### src/rtl/csa_multiword_sequencer_if.sv
// Operand and result handshakes for the multi-word carry-skip adder sequencer.
// The master side supplies operands and consumes results. The slave side is the sequencer.
interface csa_multiword_sequencer_if #(
    parameter int WIDE_SIZE = 64
);
    logic                 in_valid;
    logic                 in_ready;
    logic [WIDE_SIZE-1:0] A;
    logic [WIDE_SIZE-1:0] B;
    logic                 Cin;
    logic                 out_valid;
    logic                 out_ready;
    logic [WIDE_SIZE-1:0] Sout;
    logic                 Cout;
    logic                 Ovf;

    modport master (
        output in_valid, A, B, Cin, out_ready,
        input  in_ready, out_valid, Sout, Cout, Ovf
    );

    modport slave (
        input  in_valid, A, B, Cin, out_ready,
        output in_ready, out_valid, Sout, Cout, Ovf
    );
endinterface

### src/rtl/csa_multiword_sequencer.sv
// Wide adder that processes one SLICE_SIZE slice per cycle, least-significant slice first.
// Each slice goes through a carry-skip adder, and the carry between slices is held in a register.
module csa_multiword_sequencer #(
    parameter int WIDE_SIZE  = 64,
    parameter int SLICE_SIZE = 16,
    parameter int BLOCK_SIZE = 4
) (
    input  logic                     clk,
    input  logic                     rst_n,
    csa_multiword_sequencer_if.slave bus
);
    localparam int NUM_SLICES = WIDE_SIZE / SLICE_SIZE;
    localparam int NUM_BLOCKS = SLICE_SIZE / BLOCK_SIZE;
    localparam int IDX_W      = (NUM_SLICES > 1) ? $clog2(NUM_SLICES) : 1;
    localparam logic [IDX_W-1:0] LAST_IDX = IDX_W'(NUM_SLICES - 1);

    typedef enum logic [1:0] {IDLE, RUN, DONE} state_t;

    state_t                state_q, state_d;
    logic [WIDE_SIZE-1:0]  a_q, a_d;
    logic [WIDE_SIZE-1:0]  b_q, b_d;
    logic                  carry_q, carry_d;
    logic [IDX_W-1:0]      idx_q, idx_d;
    logic [WIDE_SIZE-1:0]  sout_q, sout_d;
    logic                  cout_q, cout_d;
    logic                  ovf_q, ovf_d;
    logic                  in_ready_q, in_ready_d;
    logic                  out_valid_q, out_valid_d;

    logic [SLICE_SIZE-1:0] slice_a, slice_b, slice_sum;
    logic                  slice_cout;
    logic                  skip_c, group_c, prop, prop_all;

    assign slice_a = a_q[idx_q*SLICE_SIZE +: SLICE_SIZE];
    assign slice_b = b_q[idx_q*SLICE_SIZE +: SLICE_SIZE];

    // Each group ripples internally. A group that fully propagates hands its carry-in straight on.
    always_comb begin
        slice_sum = '0;
        skip_c    = carry_q;
        group_c   = 1'b0;
        prop      = 1'b0;
        prop_all  = 1'b0;
        for (int g = 0; g < NUM_BLOCKS; g++) begin
            group_c  = skip_c;
            prop_all = 1'b1;
            for (int i = 0; i < BLOCK_SIZE; i++) begin
                prop                         = slice_a[g*BLOCK_SIZE+i] ^ slice_b[g*BLOCK_SIZE+i];
                slice_sum[g*BLOCK_SIZE+i]    = prop ^ group_c;
                group_c                      = (slice_a[g*BLOCK_SIZE+i] & slice_b[g*BLOCK_SIZE+i]) |
                                               (prop & group_c);
                prop_all                     = prop_all & prop;
            end
            skip_c = prop_all ? skip_c : group_c;
        end
        slice_cout = skip_c;
    end

    always_comb begin
        state_d     = state_q;
        a_d         = a_q;
        b_d         = b_q;
        carry_d     = carry_q;
        idx_d       = idx_q;
        sout_d      = sout_q;
        cout_d      = cout_q;
        ovf_d       = ovf_q;
        in_ready_d  = in_ready_q;
        out_valid_d = out_valid_q;
        case (state_q)
            IDLE: begin
                if (bus.in_valid) begin
                    a_d        = bus.A;
                    b_d        = bus.B;
                    carry_d    = bus.Cin;
                    idx_d      = '0;
                    state_d    = RUN;
                    in_ready_d = 1'b0;
                end
            end
            RUN: begin
                sout_d[idx_q*SLICE_SIZE +: SLICE_SIZE] = slice_sum;
                carry_d = slice_cout;
                if (idx_q == LAST_IDX) begin
                    // On the last slice, the top bit of slice_sum is the sign bit of the full sum.
                    state_d     = DONE;
                    cout_d      = slice_cout;
                    ovf_d       = slice_cout ^ (a_q[WIDE_SIZE-1] ^ b_q[WIDE_SIZE-1] ^
                                                slice_sum[SLICE_SIZE-1]);
                    out_valid_d = 1'b1;
                end else begin
                    idx_d = idx_q + IDX_W'(1);
                end
            end
            DONE: begin
                if (bus.out_ready) begin
                    state_d     = IDLE;
                    out_valid_d = 1'b0;
                    in_ready_d  = 1'b1;
                end
            end
            default: begin
                state_d     = IDLE;
                in_ready_d  = 1'b1;
                out_valid_d = 1'b0;
            end
        endcase
    end

    always_ff @(posedge clk or negedge rst_n) begin
        if (!rst_n) begin
            state_q     <= IDLE;
            a_q         <= '0;
            b_q         <= '0;
            carry_q     <= 1'b0;
            idx_q       <= '0;
            sout_q      <= '0;
            cout_q      <= 1'b0;
            ovf_q       <= 1'b0;
            in_ready_q  <= 1'b1;
            out_valid_q <= 1'b0;
        end else begin
            state_q     <= state_d;
            a_q         <= a_d;
            b_q         <= b_d;
            carry_q     <= carry_d;
            idx_q       <= idx_d;
            sout_q      <= sout_d;
            cout_q      <= cout_d;
            ovf_q       <= ovf_d;
            in_ready_q  <= in_ready_d;
            out_valid_q <= out_valid_d;
        end
    end

    assign bus.in_ready  = in_ready_q;
    assign bus.out_valid = out_valid_q;
    assign bus.Sout      = sout_q;
    assign bus.Cout      = cout_q;
    assign bus.Ovf       = ovf_q;
endmodule
### src/flat_wrapper.sv
// flat-port wrapper written by rule: the top's interface ports become plain ports
module csa_multiword_sequencer_flat 
#(
    parameter int WIDE_SIZE  = 64,
    parameter int SLICE_SIZE = 16,
    parameter int BLOCK_SIZE = 4
)
  (clk, rst_n, bus_in_valid, bus_A, bus_B, bus_Cin, bus_out_ready, bus_in_ready, bus_out_valid, bus_Sout, bus_Cout, bus_Ovf);
  csa_multiword_sequencer_if #(.WIDE_SIZE(WIDE_SIZE)) bus_i ();
  input  logic clk;
  input  logic rst_n;
  input wire logic [$bits(bus_i.in_valid)-1:0] bus_in_valid;
  input wire logic [$bits(bus_i.A)-1:0] bus_A;
  input wire logic [$bits(bus_i.B)-1:0] bus_B;
  input wire logic [$bits(bus_i.Cin)-1:0] bus_Cin;
  input wire logic [$bits(bus_i.out_ready)-1:0] bus_out_ready;
  output wire logic [$bits(bus_i.in_ready)-1:0] bus_in_ready;
  output wire logic [$bits(bus_i.out_valid)-1:0] bus_out_valid;
  output wire logic [$bits(bus_i.Sout)-1:0] bus_Sout;
  output wire logic [$bits(bus_i.Cout)-1:0] bus_Cout;
  output wire logic [$bits(bus_i.Ovf)-1:0] bus_Ovf;
  assign bus_i.in_valid = bus_in_valid;
  assign bus_i.A = bus_A;
  assign bus_i.B = bus_B;
  assign bus_i.Cin = bus_Cin;
  assign bus_i.out_ready = bus_out_ready;
  assign bus_in_ready = bus_i.in_ready;
  assign bus_out_valid = bus_i.out_valid;
  assign bus_Sout = bus_i.Sout;
  assign bus_Cout = bus_i.Cout;
  assign bus_Ovf = bus_i.Ovf;
  csa_multiword_sequencer #(.WIDE_SIZE(WIDE_SIZE), .SLICE_SIZE(SLICE_SIZE), .BLOCK_SIZE(BLOCK_SIZE)) u_core (.clk(clk), .rst_n(rst_n), .bus(bus_i));
endmodule
### config.mk
export PLATFORM = sky130hd
export DESIGN_NAME = csa_multiword_sequencer_flat
export DESIGN_NICKNAME = d
export VERILOG_FILES = /design/src/rtl/csa_multiword_sequencer_if.sv /design/src/rtl/csa_multiword_sequencer.sv /design/src/flat_wrapper.sv
export SDC_FILE = /design/constraint.sdc
export NUM_CORES = 1
export LEC_CHECK = 0
export ABC_AREA = 1
export BUFFER_PORTS_ARGS = -buffer_cell sky130_fd_sc_hd__buf_2
export CORE_MARGIN = 5
export CORE_UTILIZATION = 45
export DETAILED_ROUTE_END_ITERATION = 12
export PLACE_DENSITY = 0.79
export REMOVE_ABC_BUFFERS = 1
export SYNTH_ARGS = -nofsm -noshare
export SYNTH_HDL_FRONTEND = slang
export SYNTH_SLANG_ARGS = --single-unit
### constraint.sdc
create_clock -name clk -period 10.9 [get_ports clk]
set_input_delay 2.725 -clock clk [delete_from_list [all_inputs] [get_ports clk]]
set_output_delay 2.725 -clock clk [all_outputs]
set_load 0.02 [all_outputs]
## Word-level counts from Yosys, hierarchy flattened

Cells that the tools add are included.

- Register bits after elaboration: 201
- Bits of input ports: 133
- Output and inout bits: 68

- $add $sub $neg: 2
- Equality and inequality tests: 7
- Shift operators: 4
- Mux-type cells: 20
- Bitwise gates (word level): 97
- Reductions and logical operators: 9

Operators with widths:

| kind | count |
|---|---|
| 64-bit by 7-bit indexed part select with 16-bit output | 2 |
| 64-bit bitwise mux | 1 |
| 16-bit by 34-bit variable shift with 64-bit output, first input constant | 1 |
| 16-bit by 34-bit indexed part select with 64-bit output | 1 |
| 1-bit bitwise AND | 44 |
| 1-bit XOR | 35 |
| 6-bit negation with 34-bit output | 1 |
| 1-bit bitwise OR | 16 |
| 3-bit AND reduction | 4 |
| 2-bit 2-to-1 mux | 5 |
| 1-bit 2-to-1 mux | 9 |
| 2-bit inequality test, second input constant | 3 |
| 1-bit case mux with 3 select lines | 2 |
| 2-bit case mux with 3 select lines | 1 |
| 2-bit AND reduction | 3 |
| 2-bit == test, second input constant | 2 |
| 2-bit case mux with 2 select lines | 1 |
| 2-bit by 1-bit adder with 2-bit output, second input constant | 1 |
| 2-bit by 1-bit == test with 1-bit output, second input constant | 1 |
| 2-bit zero test | 1 |
| 2-bit by 1-bit inequality test with 1-bit output, second input constant | 1 |
| 1-bit inverter | 2 |
| 1-bit case mux with 2 select lines | 1 |
| 2-bit nonzero test | 1 |

## Longest topological paths before layout

- Depth after elaboration: 39
- Depth in mapped cells: 35
- Mapped depth without buffers: 33

## Least setup slack after synthesis

Ideal clock, no wire load.

- Kind: register to register
- From: register u_core.idx_q[1]
- To: register u_core.ovf_q (netlist: u_core.bus.Ovf)
- Setup time: 0.117 ns
- Arrival time: 8.502 ns
- Data required time: 10.783 ns
- Path slack: 2.281 ns
- Stages on the path, launching flop included: 35
- Clock period less this slack: 8.619 ns
- Path through: dfrtp_1 -> inv_2 -> clkbuf_1 -> o21ai_0 -> o22ai_1 -> fa_1 -> inv_1 -> fa_1 -> fa_1 -> fa_1 -> o21bai_1 -> and2_1 -> fa_1 -> fa_1 -> fa_1 -> fa_1 -> o21ai_0 -> nand2_1 -> fa_1 -> fa_1 -> fa_1 -> fa_1 -> or2_2 -> and2_1 -> fa_1 -> fa_1 -> fa_1 -> inv_1 -> fa_1 -> xor2_1 -> nand2_1 -> o21ai_0 -> inv_1 -> nand2_1 -> nand2_1

- Word-level cells in the longest chain between the ends: 39
- Elaborated cells on any way between the ends: 87

Ends and longest elaborated chain:

| what | line | text |
|---|---|---|
| start, declared | csa_multiword_sequencer.sv:23 | `logic [IDX_W-1:0] idx_q, idx_d;` |
| start signal, assigned | csa_multiword_sequencer.sv:127 | `idx_q <= idx_d;` |
| 64-bit by 7-bit indexed part select with 16-bit output, on equally long branches | csa_multiword_sequencer.sv:34, csa_multiword_sequencer.sv:35 |  |
| 1-bit XOR | csa_multiword_sequencer.sv:48 | `prop = slice_a[g*BLOCK_SIZE+i] ^ slice_b[g*BLOCK_SIZE+i];` |
| 1-bit bitwise AND | csa_multiword_sequencer.sv:51 | `(prop & group_c);` |
| 1-bit bitwise OR | csa_multiword_sequencer.sv:50 | `group_c = (slice_a[g*BLOCK_SIZE+i] & slice_b[g*BLOCK_SIZE+i]) \|` |
| 1-bit bitwise AND | csa_multiword_sequencer.sv:51 |  |
| 1-bit bitwise OR | csa_multiword_sequencer.sv:50 |  |
| 1-bit bitwise AND | csa_multiword_sequencer.sv:51 |  |
| 1-bit bitwise OR | csa_multiword_sequencer.sv:50 |  |
| (+23 left out) | -- |  |
| 1-bit bitwise AND | csa_multiword_sequencer.sv:51 |  |
| 1-bit bitwise OR | csa_multiword_sequencer.sv:50 |  |
| 1-bit bitwise AND | csa_multiword_sequencer.sv:51 |  |
| 1-bit bitwise OR | csa_multiword_sequencer.sv:50 |  |
| 1-bit bitwise AND | csa_multiword_sequencer.sv:51 |  |
| 1-bit bitwise OR | csa_multiword_sequencer.sv:50 |  |
| 1-bit 2-to-1 mux | csa_multiword_sequencer.sv:54 | `skip_c = prop_all ? skip_c : group_c;` |
| 1-bit XOR | csa_multiword_sequencer.sv:88 | `ovf_d = slice_cout ^ (a_q[WIDE_SIZE-1] ^ b_q[WIDE_SIZE-1] ^` |
| end signal, assigned | csa_multiword_sequencer.sv:130 | `ovf_q <= ovf_d;` |
| end, declared | csa_multiword_sequencer.sv:26 | `logic ovf_q, ovf_d;` |

Parallel ways exist; a longest one is shown, timed or not.
A chain may end at the register's enable or synchronous reset.

## Final worst setup path

Ends and elaborated chain as after synthesis.

==> reports/metrics.csv <==
metric,value,unit
Worst EP arrival,9.91,ns
Worst setup startpoint,u_core.idx_q[1]$_DFFE_PN0P_,
clock sink count,201,
dpl cell area,0.0107,mm2
Synth area leaders,"dfrtp_1 51%, nand2_1 20%, fa_1 3.3%, o21ai_1 3.1%, ha_1 2.8%",
reg-to-reg startpoint,u_core.idx_q[1]$_DFFE_PN0P_,
Hold Crit Class,register to register,
R2R cell count,33,
Ys Warns,0,
setup tns final,0,ns
total die area,0.0248,mm2
initial core utilization,45.2,%
reg-to-reg critical path endpoint,u_core.bus.Ovf$_DFFE_PN0P_,
Max clock buf depth,3,
Max Clk Rate,105,MHz
Finished Cell Area,0.0115,mm2
Ant. Diodes,0,
register area share after synthesis,51.5,%
unique cell type count in the Yosys netlist,34,
row count,54,
Slew @ Worst Pin,1.13,ns
io pins,201,
grt ovf,0,
Hold Startpoint,u_core.a_q[16]$_DFFE_PN0P_,
"IR drop worst, VDD",0.000128,V
htree depth,1,
clock network power share,18.7,%
critical path launch point type,register,
via/cell ratio,5.19,
Fill cells,2033,
Critical-path top delay cell,inv_2,
Cell Pwr Density,355,mW/mm2
pin count of the biggest net entering global routing,135,
first-pass GRT wire length,41200,um
Hold Buf Count CTS,0,
final net count,1478,
worst-path maximum fanout,41,
CTS tree,built,
WL/cell,16.1,um
slew margin rel.,24.6,%
CP peak stage delay,0.56,ns
Sw Share,46.1,%
outcome,"complete, no violations",
Num CTS Buffers,22,
CTS root buffer,clkbuf_16,
All-Layer GR Usage,20.3,%
final setup fails,0,
cell with the most instances on the worst path,fa_1,
register share of total power,31.9,%
Static Leak,6.21,nW
dpl hpwl,18200,um
Worst EP required,11.29,ns
synthesized area per cell,8.52,um2
internal power,2.20,mW
max cap viols,0,
Die Wd,157,um
DR iter-0 viols,617,
"Largest delay share family, worst path",adder cells,
Setup Buffers After CTS,0,
drc violations,0,
flip-flop and latch count after synthesis,201,
Post-DRT Antenna Nets,0,
core area,0.0216,mm2
Cells after Synth,1146,
Comb power frac,49.5,%
final period utilization,87.3,%
"CTS clk-pin slew, worst paths",0.06,ns
Synth Cell Area,0.00977,mm2
antenna violations before repair,0,
top-area cell type share of the netlist area,51.2,%
skew final,0.0106,ns
CP endpoint kind,register,
Die H,157,um
Worst Hold Path Cells,2,
Area Growth Syn to Fin,17.3,%
worst path bufs/invs,5,
hold slack,0.477,ns
Via Count,8308,
Final Hold Fails,0,
RSZ-0062 raised after global routing,no,
post-cts gate resize count,0,
P_sw,1.88,mW
Crit Path Class,register to register,
Placer Congestion,0.823,
Detailed Route WL,25700,um
post-layout minimum cycle time,9.52,ns
Synth area leader,dfrtp_1,
worst reg2reg setup slack,1.38,ns
IO Port Bufs,200,
"Clk Latency, worst-skew pair",0.49,ns
vias in the first global route,8097,
WHS Endpoint,u_core.a_q[16]$_DFFE_PN0P_,
ratio of cells with drive above 1 in the final layout,19.8,%
"Slew Viols, Final",0,
TritonRoute pass-1 iters,5,
==> sequential cells by signal (all words and copies together) (netlist names) <==
register / flops
u_core.state_q: 2
u_core.bus.in_ready: 1
u_core.a_q: 64
u_core.carry_q: 1
u_core.bus.Cout: 1
u_core.b_q: 64
u_core.bus.Sout: 64
u_core.bus.out_valid: 1
u_core.bus.Ovf: 1
u_core.idx_q: 2
==> layout by cell type (no fill, tap or decap), types with 3 or more instances in the layout <==
cell / n
clkinv_2: 4
clkbuf_1: 4
nor3_1: 3
fa_1: 16
nand3_1: 35
nand3b_1: 5
a21oi_1: 28
buf_2: 199
nor2_4: 3
dfrtp_1: 199
or2_2: 3
o21ai_0: 49
ha_1: 22
nor2_1: 21
inv_2: 5
o21ai_1: 60
nand4_1: 13
inv_1: 48
a32oi_1: 28
nand2_1: 519
clkbuf_8: 6
buf_4: 6
o22ai_1: 5
clkbuf_16: 23
==> cell usage after synthesis, drive strengths merged <==
| cell type | n |
|---|---|
| inv | 55 |
| a32oi | 28 |
| xor2 | 1 |
| nand3b | 5 |
| clkbuf | 9 |
| dfstp | 1 |
| nand2 | 521 |
| o21ai | 109 |
| ha | 22 |
| nor2 | 25 |
| nand4 | 13 |
| o21bai | 1 |
| and2 | 2 |
| nand3 | 37 |
| or2 | 3 |
| o22ai | 5 |
| fa | 16 |
| buf | 60 |
| nor3 | 4 |
| a21oi | 28 |
| xnor2 | 1 |
| dfrtp | 200 |
==> layer usage <==
layer | global-route usage [%] | vias to the layer above | part of all wire [%] | wire (um)
met5 | 0 | - | 0 | 0
met4 | 5.16 | 0 | 2.1 | 550
met3 | 2.78 | 43 | 6.7 | 1740
met2 | 31.7 | 308 | 46 | 11900
met1 | 30.3 | 3962 | 45 | 11600
li1 | - | 3995 | - | -
==> logic make-up (layout without fill, tap and decap cells) <==
| family | Yosys count | in the layout | share of synthesized area (%) |
|---|---|---|---|
| AOI/OAI and AO/OA | 171 | 171 | 9.93 |
| xor gates and xnor gates | 2 | 2 | 0.179 |
| adders and majority gates | 38 | 38 | 6.10 |
| buffers and inverters | 124 | 300 | 6.95 |
| DFF | 201 | 201 | 51.5 |
| and+or+nand+nor | 610 | 610 | 25.3 |
==> power groups by stage <==
stage / Combinational, mW / Sequential [mW] / Clock [mW]
2_1_floorplan: 1.26 / 1.35 / 0
3_3_place_gp: 1.95 / 1.29 / 0
3_5_place_dp: 2.01 / 1.30 / 0
4_1_cts: 2.02 / 1.29 / 0.772
5_1_grt: 2.29 / 1.33 / 0.806
6_report: 2.01 / 1.30 / 0.760
==> stage by stage <==
step	instances	util (%)	setup slack, ns	power [mW]
6_report	1602	53.0	1.38	4.07
2_1_floorplan	1077	-	1.04	2.61
4_1_cts	1602	53.0	1.42	4.09
3_3_place_gp	1563	49.6	1.62	3.25
5_1_grt	1602	53.0	0.933	4.43
3_5_place_dp	1563	49.6	1.45	3.31
==> area by class of cell <==
| type | instances | area [um2] | share of cell area [%] |
|---|---|---|---|
| clock buffers | 32 | 659 | 5.75 |
| clock inverters | 7 | 87.6 | 0.764 |
| inverters | 55 | 211 | 1.84 |
| multi-input cells | 821 | 4060 | 35.5 |
| flip-flops and latches | 201 | 5030 | 43.9 |
| well taps | 280 | 350 | 3.06 |
| repair buffers | 206 | 1050 | 9.20 |
==> worst max-delay path by stage <==
stage | endpoint | slack [ns] | cells after the start
after detailed placement | u_core.bus.Ovf$_DFFE_PN0P_ | 1.45 | 33
after CTS | u_core.bus.Ovf$_DFFE_PN0P_ | 1.42 | 33
final | u_core.bus.Ovf$_DFFE_PN0P_ | 1.38 | 33
after floorplan | u_core.bus.Ovf$_DFFE_PN0P_ | 1.04 | 33
after global placement | u_core.bus.Ovf$_DFFE_PN0P_ | 1.62 | 33
after global routing | u_core.bus.Ovf$_DFFE_PN0P_ | 0.93 | 33
==> tightest hold or removal path, cell delays in order (launching register included) <==
cell and delay, ns:
dfrtp_1 0.34, nand2_1 0.05, nand2_1 0.05
Power figures use the tool's default switching activity.
